==> config.mk <==
export PLATFORM = sky130hd
export DESIGN_NAME = seq_alu_flat
export DESIGN_NICKNAME = d
export VERILOG_FILES = /design/src/rtl/alu_pkg.sv /design/src/rtl/seq_alu_if.sv /design/src/rtl/seq_alu_shifter.sv /design/src/rtl/seq_alu.sv /design/src/flat_wrapper.sv
export SDC_FILE = /design/constraint.sdc
export NUM_CORES = 1
export LEC_CHECK = 0
export BUFFER_PORTS_ARGS = -buffer_cell sky130_fd_sc_hd__buf_4
export CAP_MARGIN = 20
export CORE_ASPECT_RATIO = 1.5
export CORE_MARGIN = 2
export CORE_UTILIZATION = 55
export CTS_BUF_LIST = sky130_fd_sc_hd__clkbuf_4
export CTS_CLUSTER_SIZE = 8
export DETAILED_ROUTE_END_ITERATION = 16
export PLACE_DENSITY = 0.77
export SETUP_SLACK_MARGIN = 0.02
export SLEW_MARGIN = 20
export SYNTH_ARGS = -nofsm -noshare
export SYNTH_HDL_FRONTEND = slang
export SYNTH_SLANG_ARGS = --single-unit
export TNS_END_PERCENT = 1
==> constraint.sdc <==
create_clock -name clk -period 4.3 [get_ports clk]
set_clock_uncertainty 0.15 [all_clocks]
set_input_delay 0.43 -clock clk [delete_from_list [all_inputs] [get_ports clk]]
set_output_delay 0.43 -clock clk [all_outputs]
set_load 0.03 [all_outputs]
==> src/rtl/alu_pkg.sv <==
// alu_pkg: opcode and FSM state encodings shared by seq_alu and ALU control.
// Build option SEQ_ALU_BARREL_EN selects single-cycle shifting in seq_alu.
package alu_pkg;

   localparam logic [3:0] ALU_ADD = 4'b0000;
   localparam logic [3:0] ALU_SUB = 4'b0001;
   localparam logic [3:0] ALU_SLL = 4'b0010;
   localparam logic [3:0] ALU_XOR = 4'b0011;
   localparam logic [3:0] ALU_OR  = 4'b0100;
   localparam logic [3:0] ALU_AND = 4'b0101;
   localparam logic [3:0] ALU_SRL = 4'b0110;
   localparam logic [3:0] ALU_BEQ = 4'b0111;
   localparam logic [3:0] ALU_BNE = 4'b1000;
   localparam logic [3:0] ALU_BLT = 4'b1001;
   localparam logic [3:0] ALU_BGE = 4'b1010;
   localparam logic [3:0] ALU_NOP = 4'b1111;

   typedef enum logic [1:0] {
      ST_IDLE  = 2'd0,
      ST_SHIFT = 2'd1,
      ST_DONE  = 2'd2
   } state_e;

   function automatic logic is_shift(input logic [3:0] op);
      return (op == ALU_SLL) || (op == ALU_SRL);
   endfunction

endpackage

==> src/rtl/seq_alu_if.sv <==
// seq_alu_if: request/response handshake bundle between datapath and seq_alu.
// Master issues operations and consumes results; slave is the ALU.
interface seq_alu_if #(
   parameter int XLEN = 32
);
   logic            in_valid;
   logic            in_ready;
   logic [3:0]      alu_op;
   logic [XLEN-1:0] alu_in_1;
   logic [XLEN-1:0] alu_in_2;
   logic            out_valid;
   logic            out_ready;
   logic [XLEN-1:0] alu_result;
   logic            alu_bcond;

   modport master (
      output in_valid, alu_op, alu_in_1, alu_in_2, out_ready,
      input  in_ready, out_valid, alu_result, alu_bcond
   );

   modport slave (
      input  in_valid, alu_op, alu_in_1, alu_in_2, out_ready,
      output in_ready, out_valid, alu_result, alu_bcond
   );
endinterface

==> src/rtl/seq_alu_shifter.sv <==
// seq_alu_shifter: iterative one-bit-per-cycle logical shifter.
// done_o fires on the last step; result_o then carries the final value.
module seq_alu_shifter #(
   parameter int XLEN    = 32,
   parameter int SHAMT_W = 5
) (
   input  logic               clk,
   input  logic               reset,
   input  logic               start_i,
   input  logic               left_i,
   input  logic [XLEN-1:0]    a_i,
   input  logic [SHAMT_W-1:0] shamt_i,
   output logic               done_o,
   output logic [XLEN-1:0]    result_o
);
   logic [XLEN-1:0]    work_q, work_d;
   logic [SHAMT_W-1:0] cnt_q, cnt_d;
   logic               left_q, left_d;
   logic               busy_q, busy_d;
   logic [XLEN-1:0]    step;

   assign step = left_q ? {work_q[XLEN-2:0], 1'b0}
                        : {1'b0, work_q[XLEN-1:1]};

   // The copy-out happens on the edge where the counter hits zero.
   assign done_o   = busy_q && (cnt_q == SHAMT_W'(1));
   assign result_o = step;

   // Load on start, otherwise shift and count down while busy.
   always_comb begin
      work_d = work_q;
      cnt_d  = cnt_q;
      left_d = left_q;
      busy_d = busy_q;
      if (start_i) begin
         work_d = a_i;
         cnt_d  = shamt_i;
         left_d = left_i;
         busy_d = 1'b1;
      end else if (busy_q) begin
         work_d = step;
         cnt_d  = cnt_q - SHAMT_W'(1);
         if (cnt_q == SHAMT_W'(1)) busy_d = 1'b0;
      end
   end

   // Working state; reset discards any shift in progress.
   always_ff @(posedge clk) begin
      if (!reset) begin
         work_q <= '0;
         cnt_q  <= '0;
         left_q <= 1'b0;
         busy_q <= 1'b0;
      end else begin
         work_q <= work_d;
         cnt_q  <= cnt_d;
         left_q <= left_d;
         busy_q <= busy_d;
      end
   end
endmodule

==> src/rtl/seq_alu.sv <==
// seq_alu: multi-cycle ALU with valid/ready handshake and branch flag.
// Define SEQ_ALU_BARREL_EN for single-cycle shifts (no SHIFT state used).
module seq_alu
   import alu_pkg::*;
#(
   parameter int XLEN    = 32,
   parameter int SHAMT_W = 5
) (
   input logic      clk,
   input logic      reset,
   seq_alu_if.slave bus
);
   state_e             state_q, state_d;
   logic [XLEN-1:0]    result_q, result_d;
   logic               bcond_q, bcond_d;
   logic [XLEN-1:0]    a, b;
   logic [3:0]         op;
   logic [SHAMT_W-1:0] shamt;
   logic [XLEN-1:0]    alu_res;
   logic               alu_bc;
   logic               accept;
   logic [XLEN-1:0]    sh_res;

   assign a      = bus.alu_in_1;
   assign b      = bus.alu_in_2;
   assign op     = bus.alu_op;
   assign shamt  = b[SHAMT_W-1:0];
   assign accept = bus.in_valid && (state_q == ST_IDLE);

`ifdef SEQ_ALU_BARREL_EN
   assign sh_res = (op == ALU_SLL) ? (a << shamt) : (a >> shamt);
`else
   logic sh_start;
   logic sh_done;

   seq_alu_shifter #(
      .XLEN    (XLEN),
      .SHAMT_W (SHAMT_W)
   ) u_shifter (
      .clk      (clk),
      .reset    (reset),
      .start_i  (sh_start),
      .left_i   (op == ALU_SLL),
      .a_i      (a),
      .shamt_i  (shamt),
      .done_o   (sh_done),
      .result_o (sh_res)
   );
`endif

   // Single-cycle ops on the live operands; shifts/invalid give zero.
   always_comb begin
      alu_res = '0;
      alu_bc  = 1'b0;
      case (op)
         ALU_ADD: alu_res = a + b;
         ALU_SUB: alu_res = a - b;
         ALU_XOR: alu_res = a ^ b;
         ALU_OR:  alu_res = a | b;
         ALU_AND: alu_res = a & b;
         ALU_BEQ: alu_bc  = (a == b);
         ALU_BNE: alu_bc  = (a != b);
         ALU_BLT: alu_bc  = ($signed(a) < $signed(b));
         ALU_BGE: alu_bc  = ($signed(a) >= $signed(b));
         default: ;
      endcase
   end

   // Control FSM: accept in IDLE, iterate in SHIFT, hold result in DONE.
   always_comb begin
      state_d  = state_q;
      result_d = result_q;
      bcond_d  = bcond_q;
`ifndef SEQ_ALU_BARREL_EN
      sh_start = 1'b0;
`endif
      case (state_q)
         ST_IDLE: begin
            if (accept) begin
               state_d  = ST_DONE;
               result_d = alu_res;
               bcond_d  = alu_bc;
               if (is_shift(op)) begin
`ifdef SEQ_ALU_BARREL_EN
                  result_d = sh_res;
`else
                  if (shamt == '0) begin
                     result_d = a;
                  end else begin
                     state_d  = ST_SHIFT;
                     sh_start = 1'b1;
                  end
`endif
               end
            end
         end
         ST_SHIFT: begin
`ifdef SEQ_ALU_BARREL_EN
            state_d = ST_IDLE;
`else
            if (sh_done) begin
               result_d = sh_res;
               state_d  = ST_DONE;
            end
`endif
         end
         ST_DONE: begin
            if (bus.out_ready) state_d = ST_IDLE;
         end
         default: state_d = ST_IDLE;
      endcase
   end

   // State and result registers; reset aborts any operation.
   always_ff @(posedge clk) begin
      if (!reset) begin
         state_q  <= ST_IDLE;
         result_q <= '0;
         bcond_q  <= 1'b0;
      end else begin
         state_q  <= state_d;
         result_q <= result_d;
         bcond_q  <= bcond_d;
      end
   end

   assign bus.in_ready   = (state_q == ST_IDLE);
   assign bus.out_valid  = (state_q == ST_DONE);
   assign bus.alu_result = result_q;
   assign bus.alu_bcond  = bcond_q;
endmodule

==> src/flat_wrapper.sv <==
// flat-port wrapper written by rule: the top's interface ports become plain ports
module seq_alu_flat import alu_pkg::*;
#(
   parameter int XLEN    = 32,
   parameter int SHAMT_W = 5
)
  (clk, reset, bus_in_valid, bus_alu_op, bus_alu_in_1, bus_alu_in_2, bus_out_ready, bus_in_ready, bus_out_valid, bus_alu_result, bus_alu_bcond);
  seq_alu_if #(.XLEN(XLEN)) bus_i ();
  input logic clk;
  input logic reset;
  input wire logic [$bits(bus_i.in_valid)-1:0] bus_in_valid;
  input wire logic [$bits(bus_i.alu_op)-1:0] bus_alu_op;
  input wire logic [$bits(bus_i.alu_in_1)-1:0] bus_alu_in_1;
  input wire logic [$bits(bus_i.alu_in_2)-1:0] bus_alu_in_2;
  input wire logic [$bits(bus_i.out_ready)-1:0] bus_out_ready;
  output wire logic [$bits(bus_i.in_ready)-1:0] bus_in_ready;
  output wire logic [$bits(bus_i.out_valid)-1:0] bus_out_valid;
  output wire logic [$bits(bus_i.alu_result)-1:0] bus_alu_result;
  output wire logic [$bits(bus_i.alu_bcond)-1:0] bus_alu_bcond;
  assign bus_i.in_valid = bus_in_valid;
  assign bus_i.alu_op = bus_alu_op;
  assign bus_i.alu_in_1 = bus_alu_in_1;
  assign bus_i.alu_in_2 = bus_alu_in_2;
  assign bus_i.out_ready = bus_out_ready;
  assign bus_in_ready = bus_i.in_ready;
  assign bus_out_valid = bus_i.out_valid;
  assign bus_alu_result = bus_i.alu_result;
  assign bus_alu_bcond = bus_i.alu_bcond;
  seq_alu #(.XLEN(XLEN), .SHAMT_W(SHAMT_W)) u_core (.clk(clk), .reset(reset), .bus(bus_i));
endmodule
---- After elaboration in Yosys (flattened, before gate mapping) ----
Index checks and enable logic that the tools add are counted.
storage, ports and cells
  register bits ........................... 74
  input port bits ......................... 72
  output and inout port bits .............. 35
cells by class
  $add $sub $neg .......................... 3
  magnitude comparators ................... 2
  eq/ne operators ......................... 18
  multiplexer cells ....................... 25
  bitwise logic cells ..................... 3
  reductions and logical operators ........ 11
operator list
  cell                                               count
  two-way mux 32 bit                                 7
  case mux 32 bit (5 select lines)                   1
  case mux 32 bit (2 select lines)                   1
  adder 32 bit                                       1
  AND 32 bit                                         1
  == test 32 bit                                     1
  greater-or-equal comparator 32 bit                 1
  < comparator 32 bit                                1
  != test 32 bit                                     1
  OR 32 bit                                          1
  subtractor 32 bit                                  1
  bitwise XOR 32 bit                                 1
  == test 4 x 3 -> 1 bit (second input constant)     4
  == test 4 bit (second input constant)              3
  two-way mux 2 bit                                  5
  two-way mux 5 bit                                  2
  == test 4 x 2 -> 1 bit (second input constant)     2
  two-way mux 1 bit                                  7
  case mux 2 bit (3 select lines)                    1
  AND reduction 3 bit                                2
  == test 5 x 1 -> 1 bit (second input constant)     1
  zero test 5 bit                                    1
  subtractor 5 x 1 -> 5 bit (second input constant)  1
  == test 4 x 1 -> 1 bit (second input constant)     1
  other kinds (11)                                   14

---- Logic depth before layout (Yosys ltp) ----
Gate-level depths: netlist of run 1.
  depth in word-level cells ............... 6
  depth in mapped cells ................... 13
  gate-level depth less buffers ........... 13

---- Modules after synthesis ----
A second synthesis of run 1 with hierarchy kept.
second synthesis, totals
  cell total of the unflattened synthesis .. 1,257
  area total of the unflattened synthesis .. 9,494.1 µm²
modules (own cells, without submodules)
  module           instances  cells each  area an instance (µm²)  seq. area each (µm²)
  seq_alu          1          1,003       7,033.0                 700.7
  seq_alu_shifter  1          254         2,461.1                 780.7

---- Worst setup path after synthesis of run 1 ----
OpenSTA, ideal clock, no wires.
  kind .................................... input port to flip-flop
  from .................................... input bus_alu_in_2[8]
  to ...................................... register u_core.result_q[31] (netlist: u_core.bus.alu_result[31])
  library setup time ...................... 0.119 ns
  arrival ................................. 2.965 ns
  required time ........................... 4.031 ns
  slack ................................... 1.067 ns
  stages .................................. 13
  buffers on the path ..................... 1
  cells stage by stage .................... inv_1 -> ha_1 -> buf_6 -> nor3_4 -> nand2_2 -> o31ai_4 -> o21ai_2 -> o41a_1 -> o21a_1 -> o41a_1 -> a2111oi_2 -> o21a_1 -> o21ai_1
on the way
  word-level cells in the longest chain between the ends .. 6
  elaborated cells between the ends (all ways) .. 7
  classes of those cells .................. 2 x add/sub; 5 x mux
ends and longest elaborated chain
  what                                                      RTL line                      text
  from (decl)                                               flat_wrapper.sv:14            input wire logic [$bits(bus_i.alu_in_2)-1:0] bus_alu_in_2;
  subtractor 32 bit / adder 32 bit (equally long branches)  seq_alu.sv:57, seq_alu.sv:56
  case mux 32 bit (5 select lines) (*)                      seq_alu.sv:55                 case (op)
  two-way mux 32 bit                                        seq_alu.sv:87                 if (shamt == '0) begin
  two-way mux 32 bit (*)                                    seq_alu.sv:83                 if (is_shift(op)) begin
  two-way mux 32 bit (*)                                    seq_alu.sv:79                 if (accept) begin
  case mux 32 bit (2 select lines) (*)                      seq_alu.sv:77                 case (state_q)
  to (signal assigned)                                      seq_alu.sv:122                result_q <= result_d;
  to (decl)                                                 seq_alu.sv:14                 logic [XLEN-1:0] result_q, result_d;
Every way passes the cells marked *; elsewhere a longest branch is shown, timed or not. The select of a mux whose other input is x is not followed.
A chain may end at the register's enable or synchronous reset.

---- Final worst setup path of run 1 ----
  from .................................... input bus_alu_in_2[0]
  to ...................................... register u_core.result_q[30] (netlist: u_core.bus.alu_result[30])
on the way
  word-level cells in the longest chain between the ends .. 6
  elaborated cells between the ends (all ways) .. 8
  classes of those cells .................. 2 x add/sub; 5 x mux; 1 x reduce/logical
ends and longest elaborated chain
  what                                                      RTL line
  subtractor 32 bit / adder 32 bit (equally long branches)  seq_alu.sv:57, seq_alu.sv:56
  case mux 32 bit (5 select lines)                          seq_alu.sv:55
  two-way mux 32 bit                                        seq_alu.sv:87
  two-way mux 32 bit (*)                                    seq_alu.sv:83
  two-way mux 32 bit (*)                                    seq_alu.sv:79
  case mux 32 bit (2 select lines) (*)                      seq_alu.sv:77
Marked as above.

==> results.json, run 1 <==
{
  "synth_cells": 1223,
  "synth_compound_area_frac": 0.353,
  "cts_tree": "built",
  "htree_levels": 3,
  "irDropWorstVdd_uv": 183,
  "final_cell_mix": "136 x nand2_1, 129 x buf_4, 113 x a21oi_1",
  "grt_util_met2": 0.564,
  "synth_simple_gate_area_frac": 0.177,
  "synth-seq-cells": 74,
  "detailed_place_hpwl_um": 22700,
  "hold_buffers": 0,
  "worstSetupStartpoint": "bus_alu_in_2[0]",
  "required_ps": 4500,
  "reg2reg_depth": 11,
  "crit_type": "in -> reg",
  "p_per_area_nw_per_um2": 242,
  "async_flop_share": 0,
  "setup_violations": 0,
  "worstSetupEndpoint": "u_core.bus.alu_result[30]",
  "syn_avg_cell_area_um2": 7.22,
  "root_buffer": "clkbuf_4",
  "r2r-start": "u_core.u_shifter.cnt_q[0]",
  "grt.busiest_layer": "met2",
  "crit_family": "compound AO/OA/AOI/OAI gates",
  "p_leak_nw": 4.24,
  "synth-edff-count": 0,
  "rows": 56,
  "drt-pass1-iter-count": 6,
  "finalHoldViolCount": 0,
  "setup_slack_ps": 953,
  "p_int_mw": 1.39,
  "start_kind": "input pin",
  "yosys_warnings": 0,
  "comb_power_share": 0.449,
  "met3_usage": 0.0458,
  "die_height_um": 159,
  "die_w_um": 107,
  "place_area_um2": 9730,
  "drt_iter0_drc": 855,
  "cp_slowest_cell": "a31oi_1",
  "drive_above_1_share": 0.134,
  "power_switching_mw": 1.01,
  "maxSlewViolCount": 0,
  "worstPathArrival_ps": 3550,
  "syn-num-nets": 1403,
  "holdWs_ps": 86.7,
  "synth_xor_area_frac": 0.0258,
  "start_util": 0.563,
  "synth_area_um2": 8830,
  "fmax_mhz": 299,
  "slowest_delay_ps": 440,
  "dieArea_um2": 17100,
  "gr-total-overflow": 0,
  "cts_setup_buffers": 0,
  "gp_congestion": 1.02,
  "core-area_um2": 15700,
  "cts.sinks": 74,
  "track_usage": 0.346,
  "hold_class": "in -> reg",
  "grt_max_degree": 71,
  "relSlewSlack": 0.267,
  "cp.depth": 13,
  "crit_fanout": 6,
  "areaGrowthSynthToFinish_pct": 12.0,
  "use_met1": 0.451,
  "grt_pass1_wl_um": 47800,
  "clockPowerShare": 0.225,
  "cp_num_buf_inv": 1,
  "final_nets": 1452,
  "portBuffers": 106,
  "yosys_most_used_dff": "dfxtp_1",
  "synth_mux_area_frac": 0.0398,
  "synth_cell_types": 75,
  "antenna_found_initial": 2,
  "num_vias": 9671,
  "final_common_cell": "nand2_1",
  "drc": 0,
  "final_area_um2": 9890,
  "tightest_slew_ps": 1100,
  "final.setup.tns_ps": 0,
  "finalCritPeriodShare": 0.778,
  "r2r_slack_ps": 1440,
  "synth_top_family_by_area": "compound AO/OA/AOI/OAI gates",
  "synth-seq-area-share": 0.168,
  "p_seq_frac": 0.326,
  "vias_per_cell": 6.53,
  "cts.path.max_buffers": 2,
  "rr_endpoint": "u_core.bus.alu_result[31]",
  "grt_pass1_vias": 9136,
  "period_minus_slack_ps": 3350,
  "wirelength_um": 30400,
  "dpl.cell_count": 1464,
  "worstSkewPairLatency_ps": 460,
  "cts.repair.resized": 0,
  "synth_fa_ha_area_frac": 0.155,
  "pre_cts_ws_ps": 534,
  "instances_no_fill": 1481,
  "pin_count": 107,
  "ant_nets": 0,
  "p_sw_frac": 0.421,
  "cp-end-kind": "register",
  "numCtsBuffers": 9,
  "rsz0062_at_grt": "false",
  "cp_cell_sequence": "buf_4 -> ha_1 -> fa_1 -> a211oi_1 -> o21bai_1 -> a21o_1 -> a31oi_1 -> a211o_1 -> o41ai_2 -> a221o_1 -> mux2i_1 -> nor3_1 -> a21oi_1",
  "path_clk_slew_ps": 140,
  "wl_per_cell_um": 20.5,
  "outcome": "finished clean",
  "drv_cap": 0
}
## through the flow
step                      total power, mW   util
after global routing                 2.51  0.630
after floorplan                      1.50      -
after CTS                            2.37  0.630
after global placement               1.83  0.620
after detailed placement             1.84  0.620
final                                2.40  0.630
## power groups by stage
stage	logic, mW	clock network (mW)	registers, mW
after floorplan	0.676	0	0.822
after global placement	1.04	0	0.794
after detailed placement	1.05	0	0.795
after global routing	1.17	0.562	0.786
final	1.08	0.539	0.783
after CTS	1.05	0.535	0.780
## Yosys cell counts, types with 4 or more instances
master,instances,share of area
o211ai_1,44,0.037
nand4_1,8,0.0057
or3_1,4,0.0028
xnor2_1,19,0.019
o21ai_0,69,0.039
o221ai_1,6,0.0059
a221o_1,20,0.023
nand3_1,38,0.022
a21o_1,10,0.0085
nand2b_1,10,0.0071
nor3_1,19,0.011
clkbuf_1,74,0.031
and2_1,4,0.0028
buf_1,9,0.0038
a2bb2oi_1,4,0.0040
o41ai_1,5,0.0050
buf_2,6,0.0034
mux2i_1,34,0.039
nor2_1,78,0.033
o21bai_1,15,0.013
o31ai_1,12,0.010
ha_1,106,0.15
xor2_1,7,0.0069
o21a_1,6,0.0051
nand3b_1,5,0.0042
a21boi_0,35,0.030
nor2b_1,15,0.011
nor4_1,9,0.0064
a31oi_1,13,0.0092
nand2_1,136,0.058
a211o_1,4,0.0040
a22o_1,14,0.014
o211a_1,9,0.010
a21oi_1,113,0.064
dfxtp_1,74,0.17
o21ai_1,4,0.0023
a211oi_1,17,0.014
inv_1,96,0.041
a221oi_1,16,0.016
## worst min path at each step
stage | slack (ps) | from | endpoint | depth (start not counted)
finish | 90 | bus_alu_in_2[3] | u_core.u_shifter.cnt_q[3] | 2
global route | 90 | bus_alu_in_2[3] | u_core.u_shifter.cnt_q[3] | 2
CTS | 90 | bus_alu_in_2[3] | u_core.u_shifter.cnt_q[3] | 2
detailed placement | 280 | u_core.bus.alu_result[26] | u_core.bus.alu_result[26] | 2
global placement | 280 | u_core.bus.alu_result[26] | u_core.bus.alu_result[26] | 2
floorplan | 420 | u_core.bus.alu_result[26] | u_core.bus.alu_result[26] | 2
## area by class of cell
type	instances	area, um^2
repair buffers	129	968
flip-flops and latches	74	1480
inverters	96	360
clock buffers	9	67.6
fillers	1513	5800
well taps	203	254
diodes	1	2.50
multi-input cells	962	6660
clock inverters	7	98.8
## kinds of logic (layout without fill, tap and decap cells)
kind of cell               after synthesis  in the layout
and+or+nand+nor                        342            342
other                                    0              1
buffers and inverters                  187            241
xor gates and xnor gates                26             26
muxes                                   35             35
adders and majority gates              108            108
DFF                                     74             74
AOI/OAI and AO/OA                      451            451
## state kept, by name (all words and copies together), names as in the netlist
name                     cells
u_core.u_shifter.left_q      1
u_core.bus.alu_result       32
u_core.u_shifter.busy_q      1
u_core.bus.alu_bcond         1
u_core.u_shifter.work_q     32
u_core.state_q               2
u_core.u_shifter.cnt_q       5
## routing by layer
layer | part of all wire | up-vias | wire length, um
met3 | 0.084 | 99 | 2560
met4 | 0.042 | 0 | 1260
met5 | 0 | - | 0
met1 | 0.41 | 4539 | 12400
met2 | 0.47 | 510 | 14200
li1 | - | 4523 | -
(Power assumes the default switching activity.)
==> run 2, diff against run 1 <==
==> constraint.sdc (replaced) <==
create_clock -name clk -period 3.32 [get_ports clk]
set_clock_uncertainty 0.15 [all_clocks]
set_input_delay 0.332 -clock clk [delete_from_list [all_inputs] [get_ports clk]]
set_output_delay 0.332 -clock clk [all_outputs]
set_load 0.03 [all_outputs]
==> run 2 against run 1 <==
Against the previous run:
- global-route usage rose by 2.6 points
- critical path depth did not move
- non-clock buffer count increased by 124
- sequential share of layout area down 1.3 points
- wire length increased by 6.5%
- sequential power up 29%
- flip-flop and latch count unchanged
- worst hold slack got worse by 85 ps
- cell area up 9.7%
- final cell count rose by 8.4%
- via count up 5.6%
==> results.json, run 2 (synthesis results as in run 1) <==
{
  "portBuffers": 106,
  "pre_cts_ws_ps": -321,
  "cp-end-kind": "register",
  "outcome": "finished clean",
  "rsz0062_at_grt": "true",
  "cts_tree": "built",
  "track_usage": 0.372,
  "drive_above_1_share": 0.211,
  "cts.sinks": 74,
  "hold_class": "in -> reg",
  "grt_pass1_vias": 9850,
  "areaGrowthSynthToFinish_pct": 22.9,
  "gr-total-overflow": 0,
  "vias_per_cell": 6.36,
  "r2r-start": "u_core.u_shifter.cnt_q[0]",
  "core-area_um2": 15700,
  "worstSetupStartpoint": "bus_alu_in_2[0]",
  "rows": 56,
  "numCtsBuffers": 9,
  "multi_input_area_um2": 6660,
  "start_util": 0.563,
  "crit_fanout": 5,
  "finalHoldViolCount": 0,
  "dpl.cell_count": 1587,
  "gp_congestion": 1.01,
  "relSlewSlack": 0.346,
  "drt-pass1-iter-count": 7,
  "p_leak_nw": 4.84,
  "required_ps": 3510,
  "worstSkewPairLatency_ps": 460,
  "dieArea_um2": 17100,
  "period_minus_slack_ps": 3160,
  "drc": 0,
  "final.setup.tns_ps": 0,
  "seq_area_um2": 1480,
  "final_common_cell": "buf_4",
  "final_nets": 1576,
  "finalCritPeriodShare": 0.951,
  "worstPathArrival_ps": 3350,
  "ant_nets": 0,
  "holdWs_ps": 1.54,
  "start_kind": "input pin",
  "maxSlewViolCount": 0,
  "pin_count": 107,
  "wirelength_um": 32300,
  "setup_slack_ps": 162,
  "grt_pass1_wl_um": 51000,
  "fmax_mhz": 317,
  "p_total_mw": 3.29,
  "setup_violations": 0,
  "p_per_area_nw_per_um2": 303,
  "num_vias": 10200,
  "htree_levels": 3,
  "tightest_slew_ps": 981,
  "die_w_um": 107,
  "drt_iter0_drc": 1084,
  "instances_no_fill": 1605,
  "crit_type": "in -> reg",
  "root_buffer": "clkbuf_4",
  "grt_max_degree": 71,
  "fillers": 1407,
  "detailed_place_hpwl_um": 25100,
  "antenna_found_initial": 1,
  "wl_per_cell_um": 20.1,
  "path_clk_slew_ps": 150,
  "drv_cap": 0,
  "die_height_um": 159,
  "final_cell_mix": "250 x buf_4, 136 x nand2_1, 113 x a21oi_1",
  "min-delay-start": "bus_alu_in_1[27]",
  "cts.path.max_buffers": 2,
  "irDropWorstVdd_uv": 233
}
-- run 2: changes by cell type in the layout (fill, tap and decap cells not counted), moves of 2 or more --
cell      before  now
buf_12         0    2
buf_4        129  250
clkinv_4       0    3
inv_6          2    0
-- run 2: repair_timing --
action,CTS,global route
endpoints found under the setup margin,0,4
setup buffers,0,0
gates resized for setup,0,2
hold buffers,1,0
endpoints found under the hold margin,1,0
-- run 2: stage by stage --
| step | instance area, um^2 | utilization |
|---|---|---|
| finish | 10900 | 0.692 |
| global route | 10900 | 0.692 |
| CTS | 10800 | 0.691 |
| detailed placement | 10700 | 0.680 |
| global placement | 10700 | 0.680 |
| floorplan | 8830 | - |
-- run 2: area by class of cell --
class,count,share of cell area
sequential,74,0.137
multi-input combinational,962,0.614
clock inverter,6,0.00841
inverter,96,0.0332
tap,203,0.0234
antenna,1,0.000231
clock buffer,10,0.00692
timing repair buffer,253,0.178
-- run 2: path summary, 6_finish.rpt --
path,end,slack [ps],cells after the start
max reg2reg,u_core.bus.alu_result[29],480,7
min reg2reg,u_core.bus.alu_result[26],320,2
max,u_core.bus.alu_result[30],160,13
min,u_core.u_shifter.work_q[27],2,3
-- run 2: worst max-delay path, cell delays in order --
cell,delay [ps]
buf_4,120
ha_1,230
fa_1,440
a211oi_1,360
o21bai_1,160
a21o_1,230
a31oi_2,340
a211o_1,230
o41ai_2,120
a221o_1,370
mux2i_1,130
nor3_1,190
a21oi_1,90
-- run 2: report_power, final --
group | internal, mW | switching [mW]
Combinational | 0.672 | 0.916
Clock | 0.316 | 0.373
Sequential | 0.949 | 0.0604
-- run 2: routing by layer --
layer	part of all wire	routed length, um	global-route usage
met5	0	0	0
met4	0.042	1370	0.173
met3	0.085	2740	0.0344
met2	0.48	15400	0.613
met1	0.40	12800	0.484
==> run 3, diff against run 2 <==
--- a/config.mk
+++ b/config.mk
@@ -7,13 +7,15 @@
 export LEC_CHECK = 0
 export BUFFER_PORTS_ARGS = -buffer_cell sky130_fd_sc_hd__buf_4
 export CAP_MARGIN = 20
+export CELL_PAD_IN_SITES_DETAIL_PLACEMENT = 1
+export CELL_PAD_IN_SITES_GLOBAL_PLACEMENT = 2
 export CORE_ASPECT_RATIO = 1.5
 export CORE_MARGIN = 2
-export CORE_UTILIZATION = 55
+export CORE_UTILIZATION = 35
 export CTS_BUF_LIST = sky130_fd_sc_hd__clkbuf_4
 export CTS_CLUSTER_SIZE = 8
 export DETAILED_ROUTE_END_ITERATION = 16
-export PLACE_DENSITY = 0.77
+export PLACE_DENSITY = 0.84
 export SETUP_SLACK_MARGIN = 0.02
 export SLEW_MARGIN = 20
 export SYNTH_ARGS = -nofsm -noshare
==> run 3 against run 2 <==
Against the previous run:
- flip-flop and latch count stayed put
- via count about the same
- first-iteration DRC count fell by 50%
- combinational power increased by 6%
- clock power fell by 3%
- global-route usage decreased by 9.1 points
- register-to-register slack about the same
- sequential power hardly changed
- non-clock buffer count increased by 31
- highest routed layer unchanged
==> results.json, run 3 (synthesis results as in run 1) <==
{
  "rr_endpoint": "u_core.bus.alu_result[31]",
  "fmax_mhz": 322,
  "wl_per_cell_um": 21.6,
  "htree_levels": 3,
  "root_buffer": "clkbuf_4",
  "detailed_place_hpwl_um": 30000,
  "gr-total-overflow": 0,
  "cts.sinks": 74,
  "dieArea_um2": 26600,
  "p_leak_nw": 4.98,
  "drt-pass1-iter-count": 7,
  "num_vias": 10200,
  "outcome": "finished clean",
  "finalCritPeriodShare": 0.937,
  "tightest_slew_ps": 737,
  "drive_above_1_share": 0.224,
  "irDropWorstVdd_uv": 136,
  "areaGrowthSynthToFinish_pct": 27.2,
  "cp_num_buf_inv": 2,
  "final_nets": 1607,
  "start_util": 0.354,
  "gp_congestion": 0.902,
  "crit_type": "in -> reg",
  "period_minus_slack_ps": 3110,
  "final_cell_mix": "277 x buf_4, 136 x nand2_1, 113 x a21oi_1",
  "min_delay_worst_endpoint": "u_core.u_shifter.work_q[26]",
  "crit_family": "compound AO/OA/AOI/OAI gates",
  "path_clk_slew_ps": 140,
  "start_kind": "input pin",
  "setup_slack_ps": 210,
  "p_per_area_nw_per_um2": 300,
  "worstSkewPairLatency_ps": 450,
  "track_usage": 0.281,
  "pin_count": 107,
  "cp_cell_sequence": "buf_4 -> inv_1 -> ha_1 -> o21bai_1 -> a21oi_1 -> o31ai_4 -> o21ai_2 -> o41a_1 -> o21a_1 -> o41a_1 -> a2111oi_2 -> o21a_1 -> o21ai_1",
  "fillers": 3223,
  "grt_pass1_vias": 10500,
  "grt_pass1_wl_um": 58600,
  "worstSetupStartpoint": "bus_alu_in_2[1]",
  "antenna_found_initial": 1,
  "cts_tree": "built",
  "min-delay-start": "bus_alu_in_1[26]",
  "reg2reg_depth": 10,
  "drc": 0,
  "cts.path.max_buffers": 2,
  "rows": 71,
  "r2r_slack_ps": 470,
  "worstPathArrival_ps": 3320,
  "portBuffers": 106,
  "grt_max_degree": 71,
  "setup_violations": 0,
  "pre_cts_ws_ps": -235,
  "cp-end-kind": "register",
  "required_ps": 3530,
  "drv_cap": 0,
  "vias_per_cell": 5.80,
  "finalHoldViolCount": 0,
  "maxSlewViolCount": 0,
  "cts_setup_buffers": 0,
  "slowest_delay_ps": 440,
  "r2r-start": "u_core.u_shifter.cnt_q[0]",
  "cp_slowest_cell": "o41a_1",
  "core-area_um2": 25000,
  "wirelength_um": 38000,
  "die_height_um": 199,
  "hold_class": "in -> reg",
  "numCtsBuffers": 9,
  "min_delay_path_depth": 3,
  "cp.depth": 13,
  "rsz0062_at_grt": "false",
  "die_w_um": 134,
  "crit_fanout": 4,
  "final.setup.tns_ps": 0,
  "ant_nets": 0,
  "relSlewSlack": 0.509,
  "final_common_cell": "buf_4",
  "drt_iter0_drc": 538
}
## run 3: cell count changes in the layout (fill, tap and decap cells not counted), sizes merged
cell and change:
buf +27, clkinvlp +1, clkinv -1, dlygate4sd3 +4
## run 3: what timing repair did
item / CTS / global route
endpoints found under the setup margin: 0 / 1
hold buffers: 5 / 0
hold endpoints to repair: 5 / 0
resized for setup: 0 / 1
## run 3: area by class of cell
cell class | count | area (um^2) | share of cell area
Sequential cell | 74 | 1480 | 0.132
Inverter | 96 | 360 | 0.0321
Clock buffer | 10 | 75.1 | 0.00668
Clock inverter | 6 | 81.3 | 0.00723
Timing Repair Buffer | 284 | 2170 | 0.193
Antenna cell | 1 | 2.50 | 0.000223
Multi-Input combinational cell | 962 | 6660 | 0.592
Tap cell | 328 | 410 | 0.0365
## run 3: metal layers
metal,global-route usage,routed length [um],vias up
met5,0,0,-
met4,0.107,1280,0
met3,0.0234,1290,79
met2,0.503,19100,243
met1,0.348,16300,5051
li1,-,-,4839
## run 3: worst max-delay path by stage
| stage | slack [ps] | endpoint |
|---|---|---|
| after floorplan | 180 | u_core.bus.alu_result[31] |
| after global placement | -220 | u_core.bus.alu_result[31] |
| after detailed placement | -240 | u_core.bus.alu_result[22] |
| after CTS | 250 | u_core.bus.alu_result[31] |
| after global routing | 80 | u_core.bus.alu_result[25] |
| final | 210 | u_core.bus.alu_result[31] |
## run 3: tightest hold or removal path, cell delays in order
cell      delay, ps
buf_4           140
nand2_1          50
a21boi_0         60
## run 3: report_power, final
group	internal (mW)	total, mW	switching [mW]
Sequential	0.949	1.01	0.0615
Clock	0.309	0.671	0.363
Combinational	0.719	1.69	0.970
Total	1.98	3.37	1.39
## run 3: through the flow
step	total power [mW]	hold slack [ps]	area, um^2	util	cells
floorplan	1.94	327	8830	-	1223
detailed placement	2.69	309	11000	0.442	1739
global placement	2.65	284	11000	0.442	1739
CTS	3.36	0.163	11200	0.450	1760
finish	3.37	36.5	11200	0.450	1761
global route	3.55	24.2	11200	0.450	1761
